**src/rtl/vram_arb_pkg.sv**
```systemverilog
// Shared requester IDs, widths and helpers for the VRAM bus arbiter.
package vram_arb_pkg;

    localparam int unsigned ADDR_W_DEF    = 15;
    localparam int unsigned REN_ADDR_W    = 16;
    localparam int unsigned DATA_W        = 32;
    localparam int unsigned BE_W          = 4;
    localparam int unsigned NUM_RENDERERS = 3;
    localparam int unsigned NUM_REQ       = 4;

    typedef enum logic [1:0] {
        REQ_L0  = 2'd0,
        REQ_L1  = 2'd1,
        REQ_SPR = 2'd2,
        REQ_CPU = 2'd3
    } req_id_e;

    typedef struct packed {
        logic [DATA_W-1:0] wrdata;
        logic [BE_W-1:0]   bytesel;
    } ram_wr_t;

    // Renderer that follows id in the L0 -> L1 -> SPR ring.
    function automatic logic [1:0] rr_next(input logic [1:0] id);
        case (id)
            2'd0:    return 2'd1;
            2'd1:    return 2'd2;
            default: return 2'd0;
        endcase
    endfunction

endpackage

```
**src/rtl/vram_bus_arbiter_rr_select3.sv**
```systemverilog
// Combinational three-way round-robin pick starting at ptr_i, searching L0 -> L1 -> SPR with wrap.
module rr_select3
    import vram_arb_pkg::*;
(
    input  logic [NUM_RENDERERS-1:0] req_i,
    input  logic [1:0]               ptr_i,
    output logic [1:0]               winner_c_o,
    output logic                     valid_c_o
);

    logic [NUM_RENDERERS:0] req_pad;
    logic [1:0]             idx;

    assign req_pad = {1'b0, req_i};

    always_comb begin
        winner_c_o = 2'd0;
        valid_c_o  = 1'b0;
        idx        = ptr_i;
        for (int unsigned k = 0; k < NUM_RENDERERS; k++) begin
            if (!valid_c_o && req_pad[idx]) begin
                winner_c_o = idx;
                valid_c_o  = 1'b1;
            end
            idx = (idx == 2'd2) ? 2'd0 : idx + 2'd1;
        end
    end

endmodule

```
**src/rtl/vram_bus_arbiter.sv**
```systemverilog
// Shares the single VRAM port: CPU first, renderers round-robin when VRAM_ARB_ROUND_ROBIN_EN
// is defined, otherwise fixed L0 > L1 > SPR. One access per cycle, ack one cycle later.
module vram_bus_arbiter
    import vram_arb_pkg::*;
#(
    parameter int unsigned ADDR_W = ADDR_W_DEF
) (
    input  logic                  clk,
    input  logic                  rst,
    input  logic [REN_ADDR_W-1:0] l0_addr,
    input  logic                  l0_strobe,
    output logic                  l0_ack,
    input  logic [REN_ADDR_W-1:0] l1_addr,
    input  logic                  l1_strobe,
    output logic                  l1_ack,
    input  logic [REN_ADDR_W-1:0] spr_addr,
    input  logic                  spr_strobe,
    output logic                  spr_ack,
    output logic [DATA_W-1:0]     rd_data,
    input  logic [ADDR_W-1:0]     cpu_addr,
    input  logic [DATA_W-1:0]     cpu_wrdata,
    input  logic [BE_W-1:0]       cpu_wrbytesel,
    input  logic                  cpu_write,
    input  logic                  cpu_strobe,
    output logic                  cpu_ack,
    output logic [DATA_W-1:0]     cpu_rddata,
    output logic [ADDR_W-1:0]     ram_addr,
    output logic [DATA_W-1:0]     ram_wrdata,
    output logic [BE_W-1:0]       ram_wrbytesel,
    output logic                  ram_write,
    input  logic [DATA_W-1:0]     ram_rddata
);

    logic [NUM_RENDERERS-1:0] ren_req;
    logic [1:0]               ren_win;
    logic                     ren_vld;
    logic                     win_vld;
    req_id_e                  win_id;
    logic                     grant_vld_r, grant_vld_d;
    req_id_e                  grant_id_r, grant_id_d;
    logic [NUM_REQ-1:0]       ack_q, ack_d;
    logic [ADDR_W-1:0]        ram_addr_q;
    ram_wr_t                  cpu_wr;
    logic                     unused_addr_bits;

    assign ren_req = {spr_strobe, l1_strobe, l0_strobe};
    assign cpu_wr  = '{wrdata: cpu_wrdata, bytesel: cpu_wrbytesel};

    // Renderer addresses are wider than the VRAM; the top bits carry no meaning here.
    assign unused_addr_bits = ^{l0_addr[REN_ADDR_W-1:ADDR_W],
                                l1_addr[REN_ADDR_W-1:ADDR_W],
                                spr_addr[REN_ADDR_W-1:ADDR_W]};

`ifdef VRAM_ARB_ROUND_ROBIN_EN
    logic [1:0] rr_ptr_q, rr_ptr_d;

    rr_select3 u_rr_select3 (
        .req_i      (ren_req),
        .ptr_i      (rr_ptr_q),
        .winner_c_o (ren_win),
        .valid_c_o  (ren_vld)
    );

    // Only renderer grants move the pointer; CPU grants leave it where it was.
    always_comb begin
        rr_ptr_d = rr_ptr_q;
        if (win_vld && (win_id != REQ_CPU)) begin
            rr_ptr_d = rr_next(ren_win);
        end
    end

    always_ff @(posedge clk or posedge rst) begin
        if (rst) begin
            rr_ptr_q <= 2'(REQ_L0);
        end else begin
            rr_ptr_q <= rr_ptr_d;
        end
    end
`else
    always_comb begin
        ren_vld = |ren_req;
        ren_win = 2'(REQ_L0);
        if (l0_strobe) begin
            ren_win = 2'(REQ_L0);
        end else if (l1_strobe) begin
            ren_win = 2'(REQ_L1);
        end else if (spr_strobe) begin
            ren_win = 2'(REQ_SPR);
        end
    end
`endif

    // Winner is suppressed while rst is held so the RAM port shows its reset values.
    always_comb begin
        win_vld = 1'b0;
        win_id  = REQ_CPU;
        if (!rst) begin
            if (cpu_strobe) begin
                win_vld = 1'b1;
                win_id  = REQ_CPU;
            end else if (ren_vld) begin
                win_vld = 1'b1;
                win_id  = req_id_e'(ren_win);
            end
        end
    end

    always_comb begin
        ram_addr      = ram_addr_q;
        ram_write     = 1'b0;
        ram_wrdata    = cpu_wr.wrdata;
        ram_wrbytesel = cpu_wr.bytesel;
        if (win_vld) begin
            case (win_id)
                REQ_L0:  ram_addr = l0_addr[ADDR_W-1:0];
                REQ_L1:  ram_addr = l1_addr[ADDR_W-1:0];
                REQ_SPR: ram_addr = spr_addr[ADDR_W-1:0];
                default: begin
                    ram_addr  = cpu_addr;
                    ram_write = cpu_write;
                end
            endcase
        end
    end

    always_comb begin
        grant_vld_d = win_vld;
        grant_id_d  = win_id;
        ack_d       = '0;
        if (win_vld) begin
            ack_d[win_id] = 1'b1;
        end
    end

    always_ff @(posedge clk or posedge rst) begin
        if (rst) begin
            grant_vld_r <= 1'b0;
            grant_id_r  <= REQ_L0;
            ack_q       <= '0;
            ram_addr_q  <= '0;
        end else begin
            grant_vld_r <= grant_vld_d;
            grant_id_r  <= grant_id_d;
            ack_q       <= ack_d;
            ram_addr_q  <= ram_addr;
        end
    end

    assign l0_ack  = ack_q[REQ_L0];
    assign l1_ack  = ack_q[REQ_L1];
    assign spr_ack = ack_q[REQ_SPR];
    assign cpu_ack = ack_q[REQ_CPU];

    // BRAM data is gated by the grant so nothing undriven leaks out between accesses.
    assign rd_data    = (grant_vld_r && (grant_id_r != REQ_CPU)) ? ram_rddata : '0;
    assign cpu_rddata = (grant_vld_r && (grant_id_r == REQ_CPU)) ? ram_rddata : '0;

endmodule

```
**config.mk**
```make
export PLATFORM = sky130hd
export DESIGN_NAME = vram_bus_arbiter
export DESIGN_NICKNAME = d
export VERILOG_FILES = /design/src/rtl/vram_arb_pkg.sv /design/src/rtl/vram_bus_arbiter_rr_select3.sv /design/src/rtl/vram_bus_arbiter.sv
export SDC_FILE = /design/constraint.sdc
export NUM_CORES = 1
export LEC_CHECK = 0
export ABC_AREA = 1
export CAP_MARGIN = 20
export CORE_AREA = 2 2 99 101
export CTS_BUF_LIST = sky130_fd_sc_hd__clkbuf_8
export CTS_CLUSTER_SIZE = 20
export DETAILED_ROUTE_END_ITERATION = 6
export DIE_AREA = 0 0 101 103
export PLACE_DENSITY_LB_ADDON = 0.2
export SKIP_LAST_GASP = 1
export SLEW_MARGIN = 20
export SYNTH_ARGS = -nofsm -noshare
export SYNTH_HDL_FRONTEND = slang
export SYNTH_SLANG_ARGS = --single-unit
```
**constraint.sdc**
```tcl
create_clock -name clk -period 2.3 [get_ports clk]
set_input_delay 0.46 -clock clk [delete_from_list [all_inputs] [get_ports clk]]
set_output_delay 0.46 -clock clk [all_outputs]
set_load 0.005 [all_outputs]
```
# --- After elaboration in Yosys (flattened, before gate mapping) ---
# Cells that the tools add are included.
totals:
  reg_bits: 22
  input_bits: 138
  out_inout_bits: 120
  elab_cells: 34
op_classes:
  magnitude_cmp: 2
  n_eq_ne: 4
  muxes: 18
  reduce_logical: 6
op_table:
  columns: ["cell", "count"]
  rows:
  - ["$mux W32", 2]
  - ["$pmux W15 S3", 1]
  - ["$mux W15", 1]
  - ["$mux W2", 6]
  - ["$mux W1", 6]
  - ["$reduce_or A3 Y1", 2]
  - ["$eq A2 B2 Y1 const B", 2]
  - ["$mux W4", 1]
  - ["$logic_and A1 B1 Y1", 3]
  - ["$lt A2 B3 Y1 const B", 1]
  - ["$demux W1 S2", 1]
  - ["$eq A2 B1 Y1 const B", 1]
  - ["$ge A2 B1 Y1 const B", 1]
  - ["$logic_not A2 Y1", 1]
  - ["$ne A2 B2 Y1 const B", 1]

# --- Longest topological paths before layout ---
logic_depth:
  ltp_word: 11
  depth_mapped: 10
  depth_no_buf: 9

# --- Worst setup path before layout ---
# OpenSTA, ideal clock, no wires.
synth_path:
  kind: "in2out"
  start: "in rst"
  end: "out ram_addr[0]"
  arrival_ns: 1.651
  t_required_ns: 1.840
  slack_ns: 0.189
  cell_stages: 7
  n_path_buf: 0
  cell_sequence: "inv_1 > nand2_1 > nor2_2 > nand3_1 > nand4_1 > nand2_1 > nand2_1"
synth_between:
  elab_chain_cells: 4
  word_cells_on_any_way: 7
  classes_between: "2 x eq/ne; 4 x mux; 1 x reduce/logical"
synth_lines:
  columns: ["element", "line_no", "text"]
  rows:
  - ["start, declared", "vram_bus_arbiter.sv:9", "input logic rst,"]
  - ["$mux W2", "vram_bus_arbiter.sv:97", "if (!rst) begin"]
  - ["$eq A2 B2 Y1, or another cell as far along", "vram_bus_arbiter.sv:114", "case (win_id)"]
  - ["$pmux W15 S3", "vram_bus_arbiter.sv:114", null]
  - ["$mux W15 *", "vram_bus_arbiter.sv:113", "if (win_vld) begin"]
  - ["end, declared", "vram_bus_arbiter.sv:27", "output logic [ADDR_W-1:0] ram_addr,"]
# Mark *: on every way between the ends. The rest lies on a longest branch, timed or not.

# --- Final worst setup path ---
layout_path:
  start: "reg grant_id_r[0]"
  end: "out rd_data[1]"
layout_between:
  elab_chain_cells: 3
layout_lines:
  columns: ["element", "line_no", "text"]
  rows:
  - ["start, declared", "vram_bus_arbiter.sv:40", "req_id_e grant_id_r, grant_id_d;"]
  - ["start signal, assigned", "vram_bus_arbiter.sv:143", "grant_id_r <= grant_id_d;"]
  - ["$ne A2 B2 Y1", "vram_bus_arbiter.sv:155", "assign rd_data = (grant_vld_r && (grant_id_r != REQ_CPU)) ? ram_rddata : '0;"]
  - ["$logic_and A1 B1 Y1", "vram_bus_arbiter.sv:155", null]
  - ["$mux W32", "vram_bus_arbiter.sv:155", null]
  - ["end, declared", "vram_bus_arbiter.sv:19", "output logic [DATA_W-1:0] rd_data,"]
# Every way passes these cells.

==> metrics.md <==
| Metric | Value |
|---|---|
| Gr usage total | `0.157` |
| CTS clk-pin slew, worst paths | `0.09 ns` |
| Initial antenna violation count | `0` |
| Met3 routed WL | `943 µm` |
| Fin nets | `640` |
| Highest Signal Layer | `met4` |
| I/O Buffers | `182` |
| Sw frac | `0.284` |
| Antenna Nets Post-Route | `0` |
| Filler-free cell count of the finished design | `615` |
| First-pass GRT wire length | `12,700 µm` |
| Total of max-cap violations | `0` |
| Number of flops mapped to enable cells by yosys | `0` |
| CP Cell Sequence | `nand2_1, nand2_1, buf_4, nor2_1, clkdlybuf4s50_1` |
| Post-CTS Hold Buffers | `0` |
| Worst EP required | `1.84 ns` |
| Clock Sink Count | `22` |
| Crit path time final | `2.20 ns` |
| Reg power frac | `0.303` |
| # setup viols final | `0` |
| Critical Path End Type | `output port` |
| Die H | `103 µm` |
| Top post-synthesis cells by count | `72 x nand2_1, 68 x nor2_1, 54 x inv_1` |
| Pint | `1.04 mW` |
| Worst-Margin Slew | `0.331 ns` |
| Worst Path Max Fanout | `32` |
| Syn avg cell area | `6.00 µm²` |
| Die area | `10,400 µm²` |
| Slowest stage cell, crit path | `clkdlybuf4s50_1` |
| Comb pwr share | `0.444` |
| Clock buffer count from CTS | `3` |
| DP Worst Slack | `-0.554 ns` |
| Reg-to-reg setup timing slack | `1.58 ns` |
| Row cnt | `36` |
| Global route total overflow | `0` |
| Synth top area cells | `dfrtp_1 28%, buf_4 14%, nand2_1 14%, nor2_1 13%, inv_1 10%` |
| DP Wirelength | `7360 µm` |
| Die width | `101 µm` |
| Drt total wl | `8850 µm` |
| Worst EP arrival | `1.74 ns` |
| CTS tree | `done` |
| Post-synth top area cell | `dfrtp_1` |
| Max VDD drop | `0.245 mV` |
| Unrepaired setup endpoints after global routing | `yes` |
| Area share of the largest cell type after synthesis | `0.277` |
| DRC Markers | `0` |
| Largest net degree at the start of global routing | `33` |
| Ant diodes | `0` |
| Final Worst Setup Slack | `0.103 ns` |
| Clock power share | `0.253` |
| Slowest stage delay, CP | `0.56 ns` |
| Kind of critical path | `flop to output port` |
| Cells after DPL | `601` |
| Fmax | `455 MHz` |
| Core area | `9460 µm²` |
| Final Cell Area | `3980 µm²` |
| WL per Instance | `14.4 µm` |
| CP dominant cell by count | `nand2_1` |
| I/O Pins | `258` |
| Syn Nets | `469` |
| Slew Viols, Final | `0` |
| Cell Area, Synth | `1990 µm²` |
| Vias after detailed routing | `2,605` |
| Worst slew margin | `0.779` |
| Status | `finished clean` |
| DP Area | `3800 µm²` |
| FF+latch count, synth | `22` |
| Fin util | `0.421` |
| Area grow syn2layout | `101%` |
| Clock latency at the later pin of the worst-skew pair | `0.27 ns` |
| Leak | `1.94 nW` |
| Clk buf depth | `2` |
| Fin Hold WS | `0.293 ns` |
| CP Launch Type | `flop` |
| Yosys cell types | `18` |
| Net Switching | `0.413 mW` |
| Synth async-reset ratio | `1.00` |
| Worst Hold Class | `input pin to asynchronous set/reset pin` |
| Vias in the first global route | `2,536` |
| Root Driver | `clkbuf_8` |
| Pre-antenna DRT Iters | `4` |
| Final hold vios | `0` |
| PwrDens | `365 nW/µm²` |
| Final worst-path cycle share | `0.955` |
| Most numerous cell in the Yosys netlist | `nand2_1` |
| Routability Congestion | `0.895` |
| Layout cells sized above 1 | `0.138` |
| Routed length on met2 | `4360 µm` |
| H-tree Lvls | `1` |
| Met1 wire length | `3370 µm` |
| Sequential area share after synthesis | `0.277` |
| Clock skew | `0 ns` |
| Routed vias/inst | `4.24` |
| Synth warnings | `0` |
| Synth Flop Type | `dfrtp_1` |
| Initial Util | `0.210` |
| 1st-iter DRT viols | `47` |
| Cell count after synthesis | `331` |
==> cell usage in the layout (no fill, tap or decap), drive strengths merged, types with 2 or more instances in the layout <==
master and instances:
clkdlybuf4s50 160, nand2 73, nor2 72, inv 54
buf 41, o21ai 26, dfrtp 22, nand3 22
nand4 10, clkbuf 8, clkdlybuf4s15 5, dlygate4sd2 4
dlymetal6s2s 2
==> final timing paths <==
path                           startpoint              to  depth (start not counted)
setup / recovery            grant_id_r[0]      rd_data[1]                          5
max in group asynchronous             rst   grant_id_r[1]                          3
hold / removal                        rst        ack_q[3]                          3
min in group clk                      rst        ack_q[3]                          2
setup reg to reg           ram_addr_q[13]  ram_addr_q[13]                          3
hold reg to reg             ram_addr_q[2]   ram_addr_q[2]                          2
==> what timing repair did <==
item,4_1_cts,5_1_grt
cloned,0,0
endpoints found under the setup margin,42,20
setup buffers,9,1
pin swaps,6,7
resized for setup,53,27
==> area by class of cell <==
type                       instances  area [µm²]
clock buffer                       3        41.3
clock inverter                     1        30.0
fill                             990        5480
inverter                          54         203
multi-input combinational        204         943
sequential                        22         551
tap                              114         143
timing repair buffer             217        2070
==> worst max-delay path: cells and delay by family, from the launching register on <==
family	cells	cell delay [ns]
buf+inv	2	0.79
simple gates	3	0.25
flops	1	0.42
==> metrics by stage <==
stage / TNS [ns] / total power [mW]
floorplan: 0 / 0.699
global placement: -7.98 / 1.10
detailed placement: -8.19 / 1.10
CTS: -0.0399 / 1.47
global route: -0.00312 / 1.55
finish: 0 / 1.46
==> routing by layer <==
| metal | GRT usage | vias up |
|---|---|---|
| li1 | - | 1304 |
| met2 | 0.284 | 132 |
| met5 | 0 | - |
| met4 | 0.0509 | 0 |
| met3 | 0.0549 | 16 |
| met1 | 0.174 | 1153 |
==> registers in the layout, indices dropped and copies added (netlist names) <==
name,flops
ram_addr_q,15
grant_id_r,2
grant_vld_r,1
ack_q,4
==> power by group through the flow <==
stage | logic [mW] | registers, mW | clock network [mW]
finish | 0.647 | 0.440 | 0.368
global route | 0.709 | 0.445 | 0.396
CTS | 0.655 | 0.440 | 0.380
detailed placement | 0.649 | 0.447 | 0
global placement | 0.649 | 0.447 | 0
floorplan | 0.254 | 0.444 | 0
==> cells by family (layout without fill, tap and decap cells) <==
logic type,count (synthesis),after routing,share of synthesized area
DFF,22,22,0.277
AOI/OAI and AO/OA,27,27,0.0756
and+or+nand+nor,177,177,0.370
buffers and inverters,105,275,0.277
No activity file was read; power rests on OpenSTA's default activity.
